**src/rtl/mux2_rr_arbiter_pkg.sv**
```systemverilog
// Shared types and constants for the two-input round-robin packet arbiter:
// FSM state encoding, mux select constants and the grant decode helper.
package mux2_rr_arbiter_pkg;

  typedef enum logic [1:0] {
    ST_IDLE = 2'd0,
    ST_GNT0 = 2'd1,
    ST_GNT1 = 2'd2
  } arb_state_e;

  localparam logic SEL_IN0 = 1'b0;
  localparam logic SEL_IN1 = 1'b1;

  function automatic logic [1:0] onehot_gnt(input logic sel);
    return sel ? 2'b10 : 2'b01;
  endfunction

endpackage

```
**src/rtl/mux2_rr_arbiter_if.sv**
```systemverilog
// Bundle of the two requester streams, the shared output stream and the
// arbiter status signals (select, grant, grant counters, debug state).
interface mux2_rr_arbiter_if
  import mux2_rr_arbiter_pkg::*;
#(
  parameter int WIDTH = 8,
  parameter int CNT_W = 16
);

  // Handshake: a beat moves on a rising edge where valid and ready are both
  // high; the sender holds valid, data and last stable until that edge.
  logic             in0_valid;
  logic [WIDTH-1:0] in0_data;
  logic             in0_last;
  logic             in0_ready;
  logic             in1_valid;
  logic [WIDTH-1:0] in1_data;
  logic             in1_last;
  logic             in1_ready;
  logic             out_valid;
  logic [WIDTH-1:0] out_data;
  logic             out_last;
  logic             out_ready;
  logic             sel;
  logic [1:0]       gnt;
  logic [CNT_W-1:0] gnt_cnt0;
  logic [CNT_W-1:0] gnt_cnt1;
  arb_state_e       dbg_state;

  modport master (
    output in0_valid, in0_data, in0_last, in1_valid, in1_data, in1_last, out_ready,
    input  in0_ready, in1_ready, out_valid, out_data, out_last,
    input  sel, gnt, gnt_cnt0, gnt_cnt1, dbg_state
  );

  modport slave (
    input  in0_valid, in0_data, in0_last, in1_valid, in1_data, in1_last, out_ready,
    output in0_ready, in1_ready, out_valid, out_data, out_last,
    output sel, gnt, gnt_cnt0, gnt_cnt1, dbg_state
  );

endinterface

```
**src/rtl/mux2_datapath.sv**
```systemverilog
// Gate-level W-bit 2:1 multiplexer; sel_i=0 passes a_i, sel_i=1 passes b_i.
module mux2_datapath #(
  parameter int W = 9
) (
  input  logic         sel_i,
  input  logic [W-1:0] a_i,
  input  logic [W-1:0] b_i,
  output logic [W-1:0] y_o
);

  wire sel_n;

  not u_inv (sel_n, sel_i);

  for (genvar i = 0; i < W; i++) begin : g_bit
    wire a_g;
    wire b_g;
    and u_and_a (a_g, a_i[i], sel_n);
    and u_and_b (b_g, b_i[i], sel_i);
    or  u_or    (y_o[i], a_g, b_g);
  end

endmodule

```
**src/rtl/mux2_rr_arbiter.sv**
```systemverilog
// Round-robin arbiter holding a grant for a whole packet over a 2:1 mux.
// Optional per-requester grant counters are built when ARB_GRANT_CNT_EN is defined.
module mux2_rr_arbiter
  import mux2_rr_arbiter_pkg::*;
#(
  parameter int WIDTH = 8,
  parameter int CNT_W = 16
) (
  input  logic              clk,
  input  logic              rst_n,
  mux2_rr_arbiter_if.slave  bus
);

  arb_state_e state_q, state_d;
  logic       sel_q, sel_d;
  logic [1:0] gnt_q, gnt_d;
  logic       rr_ptr_q, rr_ptr_d;
  logic       grant_in1;
  logic       end0, end1;

  assign end0 = bus.in0_valid & bus.out_ready & bus.in0_last;
  assign end1 = bus.in1_valid & bus.out_ready & bus.in1_last;

  always_ff @(posedge clk or negedge rst_n) begin
    if (!rst_n) begin
      state_q  <= ST_IDLE;
      sel_q    <= SEL_IN0;
      gnt_q    <= 2'b00;
      rr_ptr_q <= 1'b0;
    end else begin
      state_q  <= state_d;
      sel_q    <= sel_d;
      gnt_q    <= gnt_d;
      rr_ptr_q <= rr_ptr_d;
    end
  end

  // On a tie rr_ptr names the winner; it always points away from the last winner.
  always_comb begin
    state_d   = state_q;
    sel_d     = sel_q;
    gnt_d     = gnt_q;
    rr_ptr_d  = rr_ptr_q;
    grant_in1 = bus.in1_valid & (~bus.in0_valid | rr_ptr_q);
    case (state_q)
      ST_IDLE: begin
        if (bus.in0_valid | bus.in1_valid) begin
          state_d = grant_in1 ? ST_GNT1 : ST_GNT0;
          sel_d   = grant_in1 ? SEL_IN1 : SEL_IN0;
          gnt_d   = onehot_gnt(grant_in1);
        end
      end
      ST_GNT0: begin
        if (end0) begin
          state_d  = ST_IDLE;
          gnt_d    = 2'b00;
          rr_ptr_d = 1'b1;
        end
      end
      ST_GNT1: begin
        if (end1) begin
          state_d  = ST_IDLE;
          gnt_d    = 2'b00;
          rr_ptr_d = 1'b0;
        end
      end
      default: begin
        state_d = ST_IDLE;
        gnt_d   = 2'b00;
      end
    endcase
  end

  always_comb begin
    bus.out_valid = 1'b0;
    bus.in0_ready = 1'b0;
    bus.in1_ready = 1'b0;
    case (state_q)
      ST_GNT0: begin
        bus.out_valid = bus.in0_valid;
        bus.in0_ready = bus.out_ready;
      end
      ST_GNT1: begin
        bus.out_valid = bus.in1_valid;
        bus.in1_ready = bus.out_ready;
      end
      default: ;
    endcase
  end

  assign bus.sel       = sel_q;
  assign bus.gnt       = gnt_q;
  assign bus.dbg_state = state_q;

  mux2_datapath #(.W(WIDTH + 1)) u_datapath (
    .sel_i (sel_q),
    .a_i   ({bus.in0_last, bus.in0_data}),
    .b_i   ({bus.in1_last, bus.in1_data}),
    .y_o   ({bus.out_last, bus.out_data})
  );

`ifdef ARB_GRANT_CNT_EN
  logic [CNT_W-1:0] cnt0_q, cnt1_q;

  always_ff @(posedge clk or negedge rst_n) begin
    if (!rst_n) begin
      cnt0_q <= '0;
      cnt1_q <= '0;
    end else if (state_q == ST_IDLE) begin
      if (state_d == ST_GNT0) cnt0_q <= cnt0_q + 1'b1;
      if (state_d == ST_GNT1) cnt1_q <= cnt1_q + 1'b1;
    end
  end

  assign bus.gnt_cnt0 = cnt0_q;
  assign bus.gnt_cnt1 = cnt1_q;
`else
  assign bus.gnt_cnt0 = '0;
  assign bus.gnt_cnt1 = '0;
`endif

endmodule

```
**src/flat_wrapper.sv**
```systemverilog
// flat-port wrapper written by rule: the top's interface ports become plain ports
module mux2_rr_arbiter_flat import mux2_rr_arbiter_pkg::*;
#(
  parameter int WIDTH = 8,
  parameter int CNT_W = 16
)
  (clk, rst_n, bus_in0_valid, bus_in0_data, bus_in0_last, bus_in1_valid, bus_in1_data, bus_in1_last, bus_out_ready, bus_in0_ready, bus_in1_ready, bus_out_valid, bus_out_data, bus_out_last, bus_sel, bus_gnt, bus_gnt_cnt0, bus_gnt_cnt1, bus_dbg_state);
  mux2_rr_arbiter_if #(.WIDTH(WIDTH), .CNT_W(CNT_W)) bus_i ();
  input  logic clk;
  input  logic rst_n;
  input wire logic [$bits(bus_i.in0_valid)-1:0] bus_in0_valid;
  input wire logic [$bits(bus_i.in0_data)-1:0] bus_in0_data;
  input wire logic [$bits(bus_i.in0_last)-1:0] bus_in0_last;
  input wire logic [$bits(bus_i.in1_valid)-1:0] bus_in1_valid;
  input wire logic [$bits(bus_i.in1_data)-1:0] bus_in1_data;
  input wire logic [$bits(bus_i.in1_last)-1:0] bus_in1_last;
  input wire logic [$bits(bus_i.out_ready)-1:0] bus_out_ready;
  output wire logic [$bits(bus_i.in0_ready)-1:0] bus_in0_ready;
  output wire logic [$bits(bus_i.in1_ready)-1:0] bus_in1_ready;
  output wire logic [$bits(bus_i.out_valid)-1:0] bus_out_valid;
  output wire logic [$bits(bus_i.out_data)-1:0] bus_out_data;
  output wire logic [$bits(bus_i.out_last)-1:0] bus_out_last;
  output wire logic [$bits(bus_i.sel)-1:0] bus_sel;
  output wire logic [$bits(bus_i.gnt)-1:0] bus_gnt;
  output wire logic [$bits(bus_i.gnt_cnt0)-1:0] bus_gnt_cnt0;
  output wire logic [$bits(bus_i.gnt_cnt1)-1:0] bus_gnt_cnt1;
  output wire logic [$bits(bus_i.dbg_state)-1:0] bus_dbg_state;
  assign bus_i.in0_valid = bus_in0_valid;
  assign bus_i.in0_data = bus_in0_data;
  assign bus_i.in0_last = bus_in0_last;
  assign bus_i.in1_valid = bus_in1_valid;
  assign bus_i.in1_data = bus_in1_data;
  assign bus_i.in1_last = bus_in1_last;
  assign bus_i.out_ready = bus_out_ready;
  assign bus_in0_ready = bus_i.in0_ready;
  assign bus_in1_ready = bus_i.in1_ready;
  assign bus_out_valid = bus_i.out_valid;
  assign bus_out_data = bus_i.out_data;
  assign bus_out_last = bus_i.out_last;
  assign bus_sel = bus_i.sel;
  assign bus_gnt = bus_i.gnt;
  assign bus_gnt_cnt0 = bus_i.gnt_cnt0;
  assign bus_gnt_cnt1 = bus_i.gnt_cnt1;
  assign bus_dbg_state = bus_i.dbg_state;
  mux2_rr_arbiter #(.WIDTH(WIDTH), .CNT_W(CNT_W)) u_core (.clk(clk), .rst_n(rst_n), .bus(bus_i));
endmodule
```
**config.mk**
```make
export PLATFORM = sky130hd
export DESIGN_NAME = mux2_rr_arbiter_flat
export DESIGN_NICKNAME = d
export VERILOG_FILES = /design/src/rtl/mux2_rr_arbiter_pkg.sv /design/src/rtl/mux2_rr_arbiter_if.sv /design/src/rtl/mux2_datapath.sv /design/src/rtl/mux2_rr_arbiter.sv /design/src/flat_wrapper.sv
export SDC_FILE = /design/constraint.sdc
export NUM_CORES = 1
export LEC_CHECK = 0
export CAP_MARGIN = 25
export CORE_AREA = 2 2 54 56
export CTS_CLUSTER_DIAMETER = 200
export DETAILED_ROUTE_END_ITERATION = 10
export DIE_AREA = 0 0 56 58
export PLACE_DENSITY = 0.82
export SLEW_MARGIN = 20
export SYNTH_ARGS = -nofsm -noshare
export SYNTH_HDL_FRONTEND = slang
export SYNTH_SLANG_ARGS = --single-unit
```
**constraint.sdc**
```tcl
create_clock -name clk -period 1.15 [get_ports clk]
set_input_delay 0.23 -clock clk [delete_from_list [all_inputs] [get_ports clk]]
set_output_delay 0.23 -clock clk [all_outputs]
set_load 0.02 [all_outputs]
```
==> results of run 1 <==
==> power by group through the flow <==
stage | logic (uW) | registers (uW) | clock network (uW)
floorplan | 1140 | 337 | 0
global placement | 1680 | 352 | 0
detailed placement | 1720 | 365 | 0
CTS | 2000 | 310 | 206
global route | 2160 | 321 | 220
finish | 2030 | 312 | 193
==> per-layer routing <==
layer	up-vias	global-route usage, %	routed length [um]
met1	293	8.88	533
met4	0	5.78	4
met3	2	4.91	251
met5	-	0	0
met2	50	20.0	951
li1	298	-	-
==> registers in the layout (all words and copies together) (netlist names) <==
| signal | count |
|---|---|
| u_core.bus.dbg_state | 2 |
| u_core.bus.sel | 1 |
| u_core.rr_ptr_q | 1 |
==> what timing repair did <==
action / 4_1_cts / 5_1_grt
resized for setup: 91 / 8
setup buffers: 4 / 1
hold endpoints to repair: 0 / 0
hold buffers: 0 / 0
pin swaps: 3 / 5
endpoints found under the setup margin: 20 / 20
==> stage by stage <==
step	setup TNS (ps)	util (%)	instances	total power, uW	cell area [sq um]
5_1_grt	-5670	44.2	161	2700	1180
3_5_place_dp	-8720	40.4	152	2080	1070
3_3_place_gp	-8430	40.4	152	2030	1070
2_1_floorplan	-796	-	106	1480	830
4_1_cts	-5240	43.4	160	2520	1160
6_report	-4790	44.2	161	2540	1180
==> cells by family (layout without fill, tap and decap cells) <==
logic type,Yosys count,in the layout,synth area share (%)
simple gates,8,8,6.78
compound gates,11,11,13.0
mux,9,9,15.7
other cells,1,32,0.581
buf+inv,39,63,42.6
flops,4,4,15.5
fa+ha+maj,3,3,5.81
==> final timing paths <==
check	startpoint	endpoint	slack, ps	cells after the start
worst min register to register	u_core.rr_ptr_q	u_core.rr_ptr_q	520	1
worst max-delay path	u_core.bus.sel	bus_out_data[7]	-330	3
min in group clk	u_core.rr_ptr_q	u_core.rr_ptr_q	520	1
max in group asynchronous	rst_n	u_core.bus.dbg_state[0]	760	1
worst max register to register	u_core.bus.dbg_state[1]	u_core.bus.dbg_state[1]	-310	5
worst min-delay path	rst_n	u_core.bus.dbg_state[1]	190	1
==> synth_stat cells <==
library cell	count	area (sq um)
ha_1	3	37.5
dfrtp_1	4	100
buf_2	1	5.00
o22ai_1	2	12.5
o211ai_1	1	7.51
a222oi_1	1	10.0
a21o_1	1	7.51
buf_4	34	255
nand3_2	1	10.0
mux2_2	9	101
a31oi_1	1	6.26
inv_1	4	15.0
a21oi_1	1	5.00
a211o_2	1	10.0
nand2_1	1	3.75
nor2_1	2	7.51
and2_1	2	12.5
a22oi_1	1	7.51
conb_1	1	3.75
nand3_1	2	10.0
a211oi_1	1	7.51
a22o_2	1	10.0
==> layout make-up <==
type	instances	area (sq um)	share of cell area, %
inverters	4	20.0	1.70
flip-flops and latches	4	104	8.83
well taps	31	38.8	3.30
clock buffers	4	26.3	2.23
multi-input cells	63	470	40.0
repair buffers	55	517	43.9
==> flow_summary.toml, run 1 <==
[global_route]
grt_pass1_vias = 612
grt_usage_pct = 10.5
grt_max_degree = 11
overflow = 0
antenna_found_initial = 0
grt_pass1_wl_um = 2630

[placed_design]
place.gp.congestion = 0.747
post-dp-hpwl_um = 1390
io_buffers = 39
preCtsSetupSlack_ps = -564

[power_and_ir_drop]
powerDensity_nw_per_um2 = 2160
p_int_uw = 1460
seqPwrFrac_pct = 12.3
leakage_uw = 0.000581
ir_worst_vdd_mv = 1.02
sw_frac_of_total_pct = 42.4
power.switching_uw = 1080
pwr-share-clk_pct = 7.6
comb_power_share_pct = 80.1

[sta]
rsz0062_at_grt = "yes"
slew_viol_final = 0
setup_viol = 20
finalHoldViolCount = 0
max_freq_ghz = 0.675
fin_ws_ps = -331
fin_crit_sh_pct = 129
layout_min_cycle_time_ps = 1480
worst_clock_skew_ps = 8.13
whs_ps = 194

[die]
die-area_sq_um = 3250
core_sq_um = 2660
die_w_um = 56
ios = 72
rows = 19
chipHeight_um = 58
initial_core_util_pct = 24.2

[run_status]
violations = "setup timing"
status = "complete, but fails checks"

[routing]
ant_nets = 0
dr.first_iter.drc_count = 10
first_pass_iters = 4
wl_um = 1740
viasPerCell = 3.99
vias = 643
drt-wirelength-per-cell_um = 10.8
drc = 0

[clock_network]
cts_tree = "done"
clockRootBuffer = "clkbuf_4"
numClockSinks = 4
clk_latency_ps = 240
cts_max_level = 1
clock_path_buffers = 2
clk_pin_slew_ps = 40
cts_made_buffers = 3

[synthesis]
synth-seq-cells = 4
yosysSeqAreaShare_pct = 15.5
yosys_warnings = 0
syn_inst = 75
synthesis.area_sq_um = 646
postSynthAreaPerCell_sq_um = 8.61
netlist-cell-type-count = 22

[critical_path]
worstPathRequired_ps = 920
slowest_delay_ps = 410
critPathArrivalTime_ps = 1250
cp-start-kind = "register"
crit_path_end_kind = "output port"
crit_family = "flip-flops"
critical_path_class = "register to output port"
path_buf_inv = 2
critPathSlowestCell = "dfrtp_2"
cp_cell_sequence = "buf_12 > mux2_4 > buf_2"
cp_max_fo = 10

[final_layout]
nets = 157
area_growth_pct = 82.2
final_cell_mix = "conb_1, clkdlybuf4s50_1, buf_4"
drive_above_1_share_pct = 46.9
final_common_cell = "conb_1"
antenna_cells = 0
nFillCells = 283

[hold_path]
hold_class = "input port to async pin"

[job]
maxCapViolations = 0
No activity file was read; power rests on OpenSTA's default activity.
==> inputs of run 2 (changes only) <==
Settings changed: CTS_CLUSTER_DIAMETER 200 to not set.
==> results of run 2 <==
Same layout as run 1: the final DEF is identical, and so are final timing and power.
